==> config.mk <==
export PLATFORM = sky130hd
export DESIGN_NAME = sort_frame_ctrl
export DESIGN_NICKNAME = d
export VERILOG_FILES = /design/src/rtl/sort_pkg.sv /design/src/rtl/sort_frame_buf.sv /design/src/rtl/sort_frame_ctrl.sv
export SDC_FILE = /design/constraint.sdc
export NUM_CORES = 1
export LEC_CHECK = 0
export ABC_CLOCK_PERIOD_IN_PS = 2800
export CAP_MARGIN = 20
export CORE_ASPECT_RATIO = 0.5
export CORE_MARGIN = 8
export CORE_UTILIZATION = 30
export DETAILED_ROUTE_END_ITERATION = 10
export PLACE_DENSITY = 0.51
export SYNTH_ARGS = -nofsm -noshare
export SYNTH_HDL_FRONTEND = slang
export SYNTH_SLANG_ARGS = --single-unit
==> constraint.sdc <==
create_clock -name clk -period 2.8 [get_ports clk]
set_input_delay 0.28 -clock clk [delete_from_list [all_inputs] [get_ports clk]]
set_output_delay 0.28 -clock clk [all_outputs]
set_load 0.02 [all_outputs]
==> src/rtl/sort_pkg.sv <==
// Shared types and default constants for the sort engine frame controller.
// Macro SORT_TIMEOUT_EN (used by sort_frame_ctrl) enables the engine done timeout.
package sort_pkg;

    typedef enum logic [1:0] {
        LOAD   = 2'd0,
        KICK   = 2'd1,
        WAIT   = 2'd2,
        UNLOAD = 2'd3
    } ctrl_state_t;

    localparam int SORT_N       = 6;
    localparam int SORT_WIDTH   = 8;
    localparam int SORT_TIMEOUT = 64;

endpackage

==> src/rtl/sort_frame_buf.sv <==
// N x WIDTH register array: single-word write port, bulk parallel load and
// parallel read-out. Bulk load has priority over the word write.
module sort_frame_buf
    import sort_pkg::*;
#(
    parameter int N     = SORT_N,
    parameter int WIDTH = SORT_WIDTH,
    parameter int AW    = $clog2(N + 1)
) (
    input  logic                    clk,
    input  logic                    rst,
    input  logic                    we,
    input  logic [AW-1:0]           waddr,
    input  logic [WIDTH-1:0]        wdata,
    input  logic                    ld,
    input  logic [N-1:0][WIDTH-1:0] ld_data,
    output logic [N-1:0][WIDTH-1:0] q
);

    logic [N-1:0][WIDTH-1:0] mem_q;
    logic [N-1:0][WIDTH-1:0] mem_d;

    // Next contents of the array.
    always_comb begin
        mem_d = mem_q;
        if (ld) begin
            mem_d = ld_data;
        end else if (we) begin
            for (int k = 0; k < N; k++) begin
                if (waddr == AW'(k)) begin
                    mem_d[k] = wdata;
                end else begin
                    mem_d[k] = mem_q[k];
                end
            end
        end else begin
            mem_d = mem_q;
        end
    end

    // Array storage.
    always_ff @(posedge clk) begin
        if (rst) begin
            mem_q <= '0;
        end else begin
            mem_q <= mem_d;
        end
    end

    assign q = mem_q;

endmodule

==> src/rtl/sort_frame_ctrl.sv <==
// Initiator-side frame controller for the array sort engine: load N words,
// pulse start, wait for done, stream the sorted frame out. Optional engine
// timeout is enabled by defining SORT_TIMEOUT_EN.
module sort_frame_ctrl
    import sort_pkg::*;
#(
    parameter int N       = SORT_N,
    parameter int WIDTH   = SORT_WIDTH,
    parameter int TIMEOUT = SORT_TIMEOUT
) (
    input  logic                    clk,
    input  logic                    rst,
    input  logic                    s_valid,
    output logic                    s_ready,
    input  logic [WIDTH-1:0]        s_data,
    output logic                    m_valid,
    input  logic                    m_ready,
    output logic [WIDTH-1:0]        m_data,
    output logic                    m_last,
    output logic                    srt_start,
    output logic [N-1:0][WIDTH-1:0] srt_data,
    input  logic                    srt_done,
    input  logic [N-1:0][WIDTH-1:0] srt_sorted,
    output logic                    busy,
    output logic                    err
);

    localparam int CW = $clog2(N + 1);

    ctrl_state_t             state_q, state_d;
    logic [CW-1:0]           cnt_q, cnt_d;
    logic [CW-1:0]           idx_q, idx_d;
    logic                    s_ready_q, s_ready_d;
    logic                    m_valid_q, m_valid_d;
    logic                    m_last_q, m_last_d;
    logic [WIDTH-1:0]        m_data_q, m_data_d;
    logic                    srt_start_q, srt_start_d;
    logic                    busy_q, busy_d;
    logic                    err_q, err_d;
    logic                    frame_we_s;
    logic                    res_ld_s;
    logic [N-1:0][WIDTH-1:0] frame_s;
    logic [N-1:0][WIDTH-1:0] res_s;
    logic [CW-1:0]           idx_nxt_s;

`ifdef SORT_TIMEOUT_EN
    localparam int TW = $clog2(TIMEOUT + 1);
    logic [TW-1:0] wait_q, wait_d;
`endif

    assign idx_nxt_s = idx_q + CW'(1);

    sort_frame_buf #(.N(N), .WIDTH(WIDTH), .AW(CW)) u_frame_buf (
        .clk     (clk),
        .rst     (rst),
        .we      (frame_we_s),
        .waddr   (cnt_q),
        .wdata   (s_data),
        .ld      (1'b0),
        .ld_data ('0),
        .q       (frame_s)
    );

    sort_frame_buf #(.N(N), .WIDTH(WIDTH), .AW(CW)) u_res_buf (
        .clk     (clk),
        .rst     (rst),
        .we      (1'b0),
        .waddr   ('0),
        .wdata   ('0),
        .ld      (res_ld_s),
        .ld_data (srt_sorted),
        .q       (res_s)
    );

    // Next-state and registered-output decode.
    always_comb begin
        state_d     = state_q;
        cnt_d       = cnt_q;
        idx_d       = idx_q;
        s_ready_d   = s_ready_q;
        m_valid_d   = m_valid_q;
        m_last_d    = m_last_q;
        m_data_d    = m_data_q;
        srt_start_d = 1'b0;
        err_d       = 1'b0;
        frame_we_s  = 1'b0;
        res_ld_s    = 1'b0;
`ifdef SORT_TIMEOUT_EN
        wait_d      = wait_q;
`endif
        case (state_q)
            LOAD: begin
                if (s_valid && s_ready_q) begin
                    frame_we_s = 1'b1;
                    cnt_d      = cnt_q + CW'(1);
                    if (cnt_q == CW'(N - 1)) begin
                        state_d     = KICK;
                        s_ready_d   = 1'b0;
                        srt_start_d = 1'b1;
                    end else begin
                        state_d = LOAD;
                    end
                end else begin
                    state_d = LOAD;
                end
            end
            KICK: begin
                state_d = WAIT;
`ifdef SORT_TIMEOUT_EN
                wait_d  = '0;
`endif
            end
            WAIT: begin
                if (srt_done) begin
                    res_ld_s  = 1'b1;
                    idx_d     = '0;
                    state_d   = UNLOAD;
                    m_valid_d = 1'b1;
                    // The result buffer loads on this edge, so word 0 comes straight from the engine.
                    m_data_d  = srt_sorted[0];
                    m_last_d  = 1'b0;
                end else begin
`ifdef SORT_TIMEOUT_EN
                    if (wait_q == TW'(TIMEOUT - 1)) begin
                        err_d     = 1'b1;
                        state_d   = LOAD;
                        cnt_d     = '0;
                        s_ready_d = 1'b1;
                    end else begin
                        wait_d  = wait_q + TW'(1);
                    end
`else
                    state_d = WAIT;
`endif
                end
            end
            UNLOAD: begin
                if (m_valid_q && m_ready) begin
                    if (idx_q == CW'(N - 1)) begin
                        state_d   = LOAD;
                        cnt_d     = '0;
                        idx_d     = '0;
                        m_valid_d = 1'b0;
                        m_last_d  = 1'b0;
                        s_ready_d = 1'b1;
                    end else begin
                        idx_d    = idx_nxt_s;
                        m_data_d = res_s[idx_nxt_s];
                        m_last_d = (idx_nxt_s == CW'(N - 1));
                    end
                end else begin
                    state_d = UNLOAD;
                end
            end
            default: begin
                state_d   = LOAD;
                cnt_d     = '0;
                idx_d     = '0;
                s_ready_d = 1'b1;
                m_valid_d = 1'b0;
                m_last_d  = 1'b0;
            end
        endcase
        busy_d = (state_d != LOAD);
    end

    // State and output registers.
    always_ff @(posedge clk) begin
        if (rst) begin
            state_q     <= LOAD;
            cnt_q       <= '0;
            idx_q       <= '0;
            s_ready_q   <= 1'b1;
            m_valid_q   <= 1'b0;
            m_last_q    <= 1'b0;
            m_data_q    <= '0;
            srt_start_q <= 1'b0;
            busy_q      <= 1'b0;
            err_q       <= 1'b0;
        end else begin
            state_q     <= state_d;
            cnt_q       <= cnt_d;
            idx_q       <= idx_d;
            s_ready_q   <= s_ready_d;
            m_valid_q   <= m_valid_d;
            m_last_q    <= m_last_d;
            m_data_q    <= m_data_d;
            srt_start_q <= srt_start_d;
            busy_q      <= busy_d;
            err_q       <= err_d;
        end
    end

`ifdef SORT_TIMEOUT_EN
    // Engine wait counter.
    always_ff @(posedge clk) begin
        if (rst) begin
            wait_q <= '0;
        end else begin
            wait_q <= wait_d;
        end
    end
`endif

    assign s_ready   = s_ready_q;
    assign m_valid   = m_valid_q;
    assign m_data    = m_data_q;
    assign m_last    = m_last_q;
    assign srt_start = srt_start_q;
    assign srt_data  = frame_s;
    assign busy      = busy_q;
    assign err       = err_q;

endmodule

==> reports/results.ini <==
[outcome]
status=finished clean

[critical_path]
r2r_slack_ns=0.55
worstReg2RegEnd=m_data[4]
cp_data_required_time_ns=3.09
ff2ff_path_depth=6
crit_path_max_fanout=10
crit_type=reg2reg
end_kind=flop
crit_arrival_ns=2.54
r2r-start=idx_q[0]
crit_path_start_kind=flop

[floorplan]
io_pins=123
start_util=0.308
core_sq_um=15500
placementRows=32
die-width_um=194
die_area_sq_um=20400
die_y_um=105

[timing]
slew_viol_final=0
worstMarginPinSlew_ns=0.795
rsz0062_at_grt=false
finalCriticalPeriod_ns=2.25
max_freq_ghz=0.444
slew_headroom=0.470
fin_setup_tns_ns=0
finalHoldViolCount=0
finClkSkew_ns=0.00781
setup_viol=0
fin_crit_sh=0.805

[logic_synthesis]
muxShareOfSynthArea=0.122
synthSimpleGateAreaFrac=0.195
yosysUniqueCellTypes=34
syn_area_sq_um=4760
ys_ff_latch=117
synthAdderAreaFrac=0.0210
ys_seq_area_frac=0.492
synth_xor_area_frac=0.00526
netlist_instances=528
synth.avg_cell_area_sq_um=9.01
synth_compound_area_frac=0.125
synth_warnings=0
synth_top_family_by_area=simple AND/OR/NAND/NOR gates
synthesis.nets=597

[finish]
final_cell_mix=137 x nand2_1, 120 x clkdlybuf4s50_1, 117 x dfxtp_1
fillers=1536
layout.nets=709
finalCoreUtilization=0.430
final_common_cell=nand2_1
diodes=0
drive_gt1_frac=0.0949
area_delta_synth_final_pct=39.7

[global_routing]
grt_use_total=0.140
antenna_found_initial=0
grt_pass1_vias=4028
grt_pass1_wl_um=22600
grt_overflow=0
grt_max_degree=61

[job]
drv_cap=0

[drt]
via_per_inst=4.64
postRouteAntennaNets=0
drtIter0Drc=166
routed_wl_um=14400
vias=3977
wl_per_cell_um=16.8
drtPass1Iterations=4
drc=0

[clocking]
clk_pin_slew_ns=0.06
cts_made_buffers=17
cts_hold_buf=0
numClockSinks=117
cts_tree=built
clk_path_buf_depth=2
postCtsResizedCells=0
clock_latency_ns=0.40
cts_root_buf=clkbuf_16
cts.htree.levels=4
cts_setup_buffers=0

[hold_path]
hp-class=in2reg
min-delay-start=rst
holdPathEnd=srt_start
whs_path_depth=2

[power_and_ir_drop]
power.density_nw_per_um2=602
ir_drop_mv=0.354
leakage_nw=2.41

[placed_design]
gp_congestion=0.742
portBuffers=121
dp_hpwl_um=9890

## Yosys cell counts, drive strengths merged
cell type / count / share of area
nand2: 137 / 0.11
dfxtp: 117 / 0.49
a21oi: 75 / 0.079
mux2i: 40 / 0.084
nor2: 40 / 0.032
buf: 17 / 0.021
clkbuf: 17 / 0.013
nand3: 16 / 0.021
nand2b: 9 / 0.012
a32o: 8 / 0.017
ha: 8 / 0.021
mux4: 8 / 0.038
o211ai: 8 / 0.021
o21ai: 5 / 0.0053
inv: 4 / 0.0032
and2: 2 / 0.0026
and3: 2 / 0.0026
nand4b: 2 / 0.0037
nor2b: 2 / 0.0026
xnor2: 2 / 0.0053
a21o: 1 / 0.0016
and4: 1 / 0.0021
and4bb: 1 / 0.0026
clkinv: 1 / 0.00079
conb: 1 / 0.00079
nor3: 1 / 0.0011
nor3b: 1 / 0.0039
o21a: 1 / 0.0016
or2: 1 / 0.0013
## metrics by stage
step                      std cells  worst slack (ns)  cell area [sq um]  total power, mW  hold slack [ns]
final                           857             0.547               6650             4.00            0.400
after CTS                       857             0.517               6650             4.05            0.413
after floorplan                 528             0.379               4760             1.87            0.416
after global placement          825             0.591               6100             2.04            0.440
after detailed placement        825             0.556               6100             2.04            0.448
after global routing            857             0.396               6650             4.15            0.418
## how the worst max path moves through the flow
stage	startpoint	to	slack (ns)	depth (start not counted)
floorplan	idx_q[0]	m_data[3]	0.38	9
global placement	s_valid	s_ready	0.59	4
detailed placement	idx_q[0]	m_data[4]	0.56	6
CTS	idx_q[0]	m_data[4]	0.52	6
global route	idx_q[0]	m_data[5]	0.40	6
finish	idx_q[0]	m_data[4]	0.55	6
## critical path: stages (launching register included)
cell,delay [ns]
dfxtp_1,0.40
inv_1,0.10
ha_1,0.62
mux4_2,0.56
nand2_1,0.09
o211ai_2,0.09
a32o_1,0.28
## flip-flops by register name, summed over array words and instances, names as in the netlist
signal         cells
u_frame_buf.q     48
u_res_buf.q       48
m_data             8
cnt_q              3
idx_q              3
state_q            2
busy               1
m_last             1
m_valid            1
s_ready            1
srt_start          1
## per-layer routing
layer | global-route usage | share of wire | up-vias
li1 | - | - | 2013
met1 | 0.175 | 0.48 | 1875
met2 | 0.214 | 0.44 | 77
met3 | 0.0621 | 0.072 | 12
met4 | 0.0461 | 0.0095 | 0
met5 | 0 | 0 | -
## where the power goes
group	switching (mW)	internal [mW]	total, mW	leakage, nW
combinational	0.145	0.151	0.296	1.21
sequential	0.0150	1.69	1.71	0.944
clock	0.790	1.21	2.00	0.261
total	0.951	3.05	4.00	2.41
## cell type report
class,count,area (sq um),area share
Clock inverter,14,113,0.0169
Multi-Input combinational cell,372,2230,0.336
Timing Repair Buffer,127,1250,0.189
Tap cell,204,255,0.0384
Clock buffer,18,429,0.0646
Inverter,5,18.8,0.00282
Sequential cell,117,2340,0.352
## cells by family (layout without fill, tap and decap cells)
kind of cell	count (synthesis)	after routing
other	1	1
AOI/OAI and AO/OA	98	98
buffers and inverters	39	164
and+or+nand+nor	215	215
adders and majority gates	8	8
muxes	48	48
DFF	117	117
xor gates and xnor gates	2	2
(Power assumes the default switching activity.)
